===== src/rtl/multicycle_control.sv =====
// Multi-cycle LEGv8 sequencer: steps one instruction at a time through fetch,
// decode, execute, memory and writeback, driving the shared-memory datapath.
module multicycle_control (
  input  logic        clk_i,
  input  logic        reset_i,
  input  logic [31:0] instruction_i,
  input  logic        zero_i,
  input  logic        mem_ready_i,
  output logic        pc_write_o,
  output logic        ir_write_o,
  output logic        mem_read_o,
  output logic        mem_write_o,
  output logic        mem_addr_sel_o,
  output logic [1:0]  imm_sel_o,
  output logic [1:0]  alu_src_a_o,
  output logic [1:0]  alu_src_b_o,
  output logic [1:0]  alu_op_o,
  output logic        pc_src_o,
  output logic        reg_write_o,
  output logic        mem_to_reg_o,
  output logic        reg2_loc_o,
  output logic [3:0]  state_o,
  output logic        illegal_o
);

  typedef enum logic [3:0] {
    FETCH     = 4'd0,
    DECODE    = 4'd1,
    MEM_ADDR  = 4'd2,
    MEM_READ  = 4'd3,
    MEM_WB    = 4'd4,
    MEM_WRITE = 4'd5,
    R_EXEC    = 4'd6,
    R_WB      = 4'd7,
    BRANCH_CB = 4'd8,
    BRANCH_B  = 4'd9,
    HALT      = 4'd15
  } state_e;

  state_e state_q, state_d;
  logic   illegal_q, illegal_d;

  logic [10:0] opcode;
  logic isLdur, isStur, isRtype, isCbz, isB;
  logic unusedInstrBits;

  assign opcode  = instruction_i[31:21];
  assign isLdur  = (opcode == 11'b11111000010);
  assign isStur  = (opcode == 11'b11111000000);
  assign isRtype = (opcode == 11'b10001011000) || (opcode == 11'b11001011000) ||
                   (opcode == 11'b10001010000) || (opcode == 11'b10101010000);
  assign isCbz   = (instruction_i[31:24] == 8'b10110100);
  assign isB     = (instruction_i[31:26] == 6'b000101);
  assign unusedInstrBits = ^instruction_i[20:0];

  always_comb begin
    state_d = state_q;
    unique case (state_q)
      FETCH:     if (mem_ready_i) state_d = DECODE;
      DECODE: begin
        if (isLdur || isStur)  state_d = MEM_ADDR;
        else if (isRtype)      state_d = R_EXEC;
        else if (isCbz)        state_d = BRANCH_CB;
        else if (isB)          state_d = BRANCH_B;
        else                   state_d = HALT;
      end
      MEM_ADDR:  state_d = isLdur ? MEM_READ : MEM_WRITE;
      MEM_READ:  if (mem_ready_i) state_d = MEM_WB;
      MEM_WB:    state_d = FETCH;
      MEM_WRITE: if (mem_ready_i) state_d = FETCH;
      R_EXEC:    state_d = R_WB;
      R_WB:      state_d = FETCH;
      BRANCH_CB: state_d = FETCH;
      BRANCH_B:  state_d = FETCH;
      HALT:      state_d = HALT;
      default:   state_d = FETCH;
    endcase
    illegal_d = illegal_q || (state_d == HALT);
  end

  always_ff @(posedge clk_i) begin
    if (reset_i) begin
      state_q   <= FETCH;
      illegal_q <= 1'b0;
    end else begin
      state_q   <= state_d;
      illegal_q <= illegal_d;
    end
  end

  // Strobes follow the state, with the FETCH handshake and CBZ pc_write
  // reacting to inputs in the same cycle; reset forces everything quiet.
  always_comb begin
    pc_write_o     = 1'b0;
    ir_write_o     = 1'b0;
    mem_read_o     = 1'b0;
    mem_write_o    = 1'b0;
    mem_addr_sel_o = 1'b0;
    imm_sel_o      = 2'b00;
    alu_src_a_o    = 2'b00;
    alu_src_b_o    = 2'b00;
    alu_op_o       = 2'b00;
    pc_src_o       = 1'b0;
    reg_write_o    = 1'b0;
    mem_to_reg_o   = 1'b0;
    reg2_loc_o     = 1'b0;
    if (!reset_i) begin
      if (isCbz && !isB)            imm_sel_o = 2'b10;
      else if (isLdur || isStur)    imm_sel_o = 2'b11;
      unique case (state_q)
        FETCH: begin
          mem_read_o = 1'b1;
          if (mem_ready_i) begin
            ir_write_o  = 1'b1;
            pc_write_o  = 1'b1;
            alu_src_b_o = 2'b01;
          end
        end
        DECODE: begin
          alu_src_a_o = 2'b01;
          alu_src_b_o = 2'b11;
        end
        MEM_ADDR: begin
          alu_src_a_o = 2'b10;
          alu_src_b_o = 2'b10;
          reg2_loc_o  = 1'b1;
        end
        MEM_READ: begin
          mem_read_o     = 1'b1;
          mem_addr_sel_o = 1'b1;
        end
        MEM_WB: begin
          reg_write_o  = 1'b1;
          mem_to_reg_o = 1'b1;
        end
        MEM_WRITE: begin
          mem_write_o    = 1'b1;
          mem_addr_sel_o = 1'b1;
          reg2_loc_o     = 1'b1;
        end
        R_EXEC: begin
          alu_src_a_o = 2'b10;
          alu_op_o    = 2'b10;
        end
        R_WB:      reg_write_o = 1'b1;
        BRANCH_CB: begin
          reg2_loc_o = 1'b1;
          alu_op_o   = 2'b01;
          pc_src_o   = 1'b1;
          pc_write_o = zero_i;
        end
        BRANCH_B: begin
          pc_src_o   = 1'b1;
          pc_write_o = 1'b1;
        end
        default: ;
      endcase
    end
  end

  assign state_o   = state_q;
  assign illegal_o = illegal_q;

endmodule


===== config.mk =====
export PLATFORM = sky130hd
export DESIGN_NAME = multicycle_control
export DESIGN_NICKNAME = d
export VERILOG_FILES = /design/src/rtl/multicycle_control.sv
export SDC_FILE = /design/constraint.sdc
export NUM_CORES = 1
export LEC_CHECK = 0
export ABC_AREA = 1
export BUFFER_PORTS_ARGS = -buffer_cell sky130_fd_sc_hd__buf_2
export CAP_MARGIN = 40
export CORE_MARGIN = 1.5
export CORE_UTILIZATION = 37
export CTS_BUF_LIST = sky130_fd_sc_hd__clkbuf_8 sky130_fd_sc_hd__clkbuf_16
export CTS_CLUSTER_DIAMETER = 40
export DETAILED_ROUTE_END_ITERATION = 10
export PLACE_DENSITY = 0.8
export SLEW_MARGIN = 40
export SYNTH_ARGS = -nofsm -noshare
export SYNTH_HDL_FRONTEND = slang
export SYNTH_SLANG_ARGS = --single-unit
export TNS_END_PERCENT = 50

===== constraint.sdc =====
create_clock -name clk_i -period 1.3 [get_ports clk_i]
set_clock_uncertainty 0.05 [all_clocks]
set_input_delay 0.195 -clock clk_i [delete_from_list [all_inputs] [get_ports clk_i]]
set_output_delay 0.195 -clock clk_i [all_outputs]
set_load 0.05 [all_outputs]

==> results.txt, run 1 <==
HPWL Detailed - 2000 um
Synth Cell Area - 646 um^2
Die Ht - 44.8 um
Total GRT Usage - 58.9%
Starting density of the core - 41.0%
Post-synthesis register bit count - 5
Port Buffers - 36
Std-Cell Rows - 14
I/O pin count - 58
Seq/Total Area, Yosys - 15.5%
Final GP Congestion - 0.848
Distinct cells, synth - 18
Largest net degree at the start of global routing - 12
Post-Place Worst Slack - -0.155 ns
Htree depth - 1
Congestion Overflow GR - 8
Area leader, netlist - nand2_1
Failing step - global routing (5_1_grt)
CTS Buf Count - 3
Placed Area - 1230 um^2
Tool Error - [ERROR GRT-0116] Global routing finished with congestion. Check the congestion regions in the DRC Viewer.
Post-synth top area share - 18.0%
Syn Area/Cell - 5.00 um^2
Area contributors post-synth - nand2_1 (18%), dfxtp_1 (16%), nor2_1 (15%)
Die X - 44.8 um
Sink Count - 5
Status - stopped before the end
Syn_nets - 165
Clock root cell - clkbuf_8
Deepest clock path buffer count - 2
First-pass GRT wire length - 8160 um
Yosys warns - 0
Vias in the first global route - 1602
Mapped Cells - 129
synth_stat cells:
library cell	instances
a21oi_1	8
and2_1	1
clkbuf_1	2
dfxtp_1	5
inv_1	18
inv_2	6
nand2_1	31
nand2_2	3
nand3_1	11
nand3_2	1
nand3b_1	2
nand4_1	1
nor2_1	25
nor2_2	3
nor2_4	1
nor3_1	7
nor4_1	1
o21ai_0	3
timing repair:
item                                    in CTS
resized for setup                           52
buffers inserted                             5
pin swaps                                   11
endpoints found under the setup margin      22
cloned                                       0
hold buffers                                 0
per-stage QoR:
step	hold WS [ns]	setup TNS (ns)	std cells
floorplan	0.442	-2.48	129
global placement	0.385	-0.911	208
detailed placement	0.385	-1.32	208
CTS	0.310	-3.02	217
logic make-up after synthesis:
family	count (synthesis)	synth area share, %
AOI/OAI and AO/OA	11	8.53
buffers and inverters	26	15.1
DFF	5	15.5
and+or+nand+nor	87	60.9
layer usage:
metal  global-route usage [%]  overflow
met5                        0         0
met4                     67.6         4
met3                     30.0         0
met2                     78.3         4
met1                     61.5         0
==> run 2: changes to the inputs <==
Settings changed: CORE_AREA set to 2 2 63 65, CORE_MARGIN 1.5 to unset, CORE_UTILIZATION 37 to unset, CTS_BUF_LIST sky130_fd_sc_hd__clkbuf_8 sky130_fd_sc_hd__clkbuf_16 to unset, CTS_CLUSTER_DIAMETER 40 to unset, DIE_AREA set to 0 0 65 67, PLACE_DENSITY 0.8 to unset, PLACE_DENSITY_LB_ADDON set to 0.15.
==> run 2 against run 1 <==
Compared with the run above: the flow now finishes, with violations (setup timing); synthesized area stayed put; synthesized cell count is the same.
==> results.txt, run 2 <==
Status - complete, but fails checks
Failing checks - setup timing
Area leader, netlist - nand2_1
Htree depth - 1
Fmax - 0.653 GHz
Slew HR - 82.5%
Final-report max-slew violation count - 0
Vias in the first global route - 1051
Post-synth top area share - 18.0%
Reg2Reg Setup Slack - -0.14 ns
Top cells by count, synth - nand2_1 (31), nor2_1 (25), inv_1 (18), nand3_1 (11), a21oi_1 (8)
WP data arrival - 1.29 ns
Worst reg2reg path depth - 11
Final setup vio count - 20
Starting density of the core - 17.9%
Synth Cell Area - 646 um^2
Sink Count - 5
Clock latency on the worst-skew pair - 0.22 ns
Post-layout minimum cycle time - 1.53 ns
Post-synthesis register bit count - 5
DRC - 0
Least-Margin Pin Slew - 0.260 ns
Area Overhead vs Synth - 153%
Worst setup margin - -0.231 ns
Max FFs per register - 4
Yosys warns - 0
I/O pin count - 58
Largest net degree at the start of global routing - 9
N_diodes - 0
Starting DRT DRC Count - 13
Die Ht - 67 um
HPWL Detailed - 2120 um
Worst Setup Path Type - reg2out
Clock root cell - clkbuf_8
Post-synth EDFFs - 0
Worst-path cell chain - inv_4, nand2_4, nor2_4, inv_2, a21oi_4, buf_6
Cts hold-fix bufs - 0
First-pass GRT wire length - 4370 um
Syn_nets - 165
Die Area - 4360 um^2
Fraction of layout cells with a size suffix above 1 - 65.4%
DR vias - 1066
Nets - 242
Most frequent cells in the layout - buf_4 (38), nand2_1 (25), buf_2 (18)
CTS Buf Count - 3
Total GRT Usage - 12.4%
Number of max-cap violations - 0
Area contributors post-synth - nand2_1 (18%), dfxtp_1 (16%), nor2_1 (15%)
Crit share post-route - 118%
Hold Path Stages - 4
Port Buffers - 36
CTS clk-pin slew, worst paths - 0.04 ns
Reg-to-reg endpoint - illegal_o
CP bufs+invs - 3
Post-Place Worst Slack - -0.158 ns
R2R Path Start - state_o[3]
DRT Pass-1 Iters - 6
Mapped Cells - 129
Routed len/inst - 10.7 um
Ys async rst share - 0%
Initial antenna violation count - 0
Post-route ant nets - 0
Std-Cell Rows - 22
Cell with the most instances after synthesis - nand2_1
WHS Endpoint - illegal_o
Distinct cells, synth - 18
Leakage - 0.781 nW
Congestion Overflow GR - 0
Setup crit end kind - output port
Deepest clock path buffer count - 2
Crit Path Max Fanout - 7
Post-layout util - 45.3%
TritonCTS clock tree - yes
Delay-heaviest family, CP - flip-flops
Syn Area/Cell - 5.00 um^2
Hold wc startpoint - reset_i
Core footprint - 3610 um^2
Most common cell after layout, fill and taps aside - buf_4
Final hold viol count - 0
CP startpoint kind - register
Die X - 65 um
Final GP Congestion - 0.804
Worst hold-check path type - in2reg
Slowest CP cell - dfxtp_4
Seq/Total Area, Yosys - 15.5%
VDD IR-drop max - 0.430 mV
CP Data Required Time - 1.05 ns
RSZ-0062 raised after global routing - true
Cell Pwr Density - 2020 nW/um^2
Synth Flop Type - dfxtp_1
Post-Route WL - 2700 um
CP peak stage delay - 0.39 ns
Vias/cell - 4.21
-- run 2: power breakdown --
| group | internal (mW) | total [mW] | switching, mW |
|---|---|---|---|
| Combinational | 1.10 | 2.64 | 1.55 |
| Clock | 0.210 | 0.280 | 0.0701 |
| Sequential | 0.233 | 0.378 | 0.145 |
-- run 2: through the flow --
step           total power [mW]  TNS [ns]  instance area [um^2]  instances  hold WS, ns
2_1_floorplan              1.68     -2.48                   825        129        0.442
3_3_place_gp               2.32     -1.10                  1260        239        0.397
3_5_place_dp               2.34     -1.29                  1260        239        0.398
4_1_cts                    3.02     -3.30                  1510        249        0.359
5_1_grt                    3.50     -4.22                  1630        253        0.377
6_report                   3.30     -2.89                  1630        253        0.354
-- run 2: worst max path at each step --
stage	start	to	slack, ns	depth (start not counted)
final	state_o[3]	alu_src_b_o[1]	-0.23	6
after global routing	state_o[1]	pc_write_o	-0.28	6
after CTS	state_o[1]	mem_read_o	-0.24	6
after detailed placement	state_o[1]	reg2_loc_o	-0.16	6
after global placement	state_o[2]	alu_src_b_o[1]	-0.13	6
after floorplan	state_o[1]	pc_write_o	-0.42	3
-- run 2: kinds of logic (layout without fill, tap and decap cells) --
logic type	Yosys count	after routing	synth area share [%]
buffers and inverters	26	102	15.1
AOI/OAI and AO/OA	11	11	8.53
and+or+nand+nor	87	87	60.9
DFF	5	5	15.5
-- run 2: repair_timing --
item	CTS	global route
resized for setup	47	23
hold endpoints to repair	0	0
pin swaps	7	12
endpoints found under the setup margin	19	23
gates cloned	0	0
buffers inserted	6	4
-- run 2: worst min-delay path, stage by stage --
cell,delay [ns]
buf_2,0.14
inv_1,0.12
nand2_1,0.07
nand2_1,0.04
-- run 2: layout make-up --
class,count,area (um^2)
fillers,372,1970
multi-input cells,98,721
repair buffers,74,582
flip-flops and latches,5,115
inverters,24,110
well taps,48,60.1
clock buffers,4,45.0
-- run 2: metal layers --
| metal | wire length, um | global-route usage, % |
|---|---|---|
| met1 | 1050 | 14.0 |
| met3 | 66 | 0.507 |
| met5 | 0 | 0 |
| met4 | 0 | 0 |
| met2 | 1580 | 26.5 |
Power figures use the tool's default switching activity.
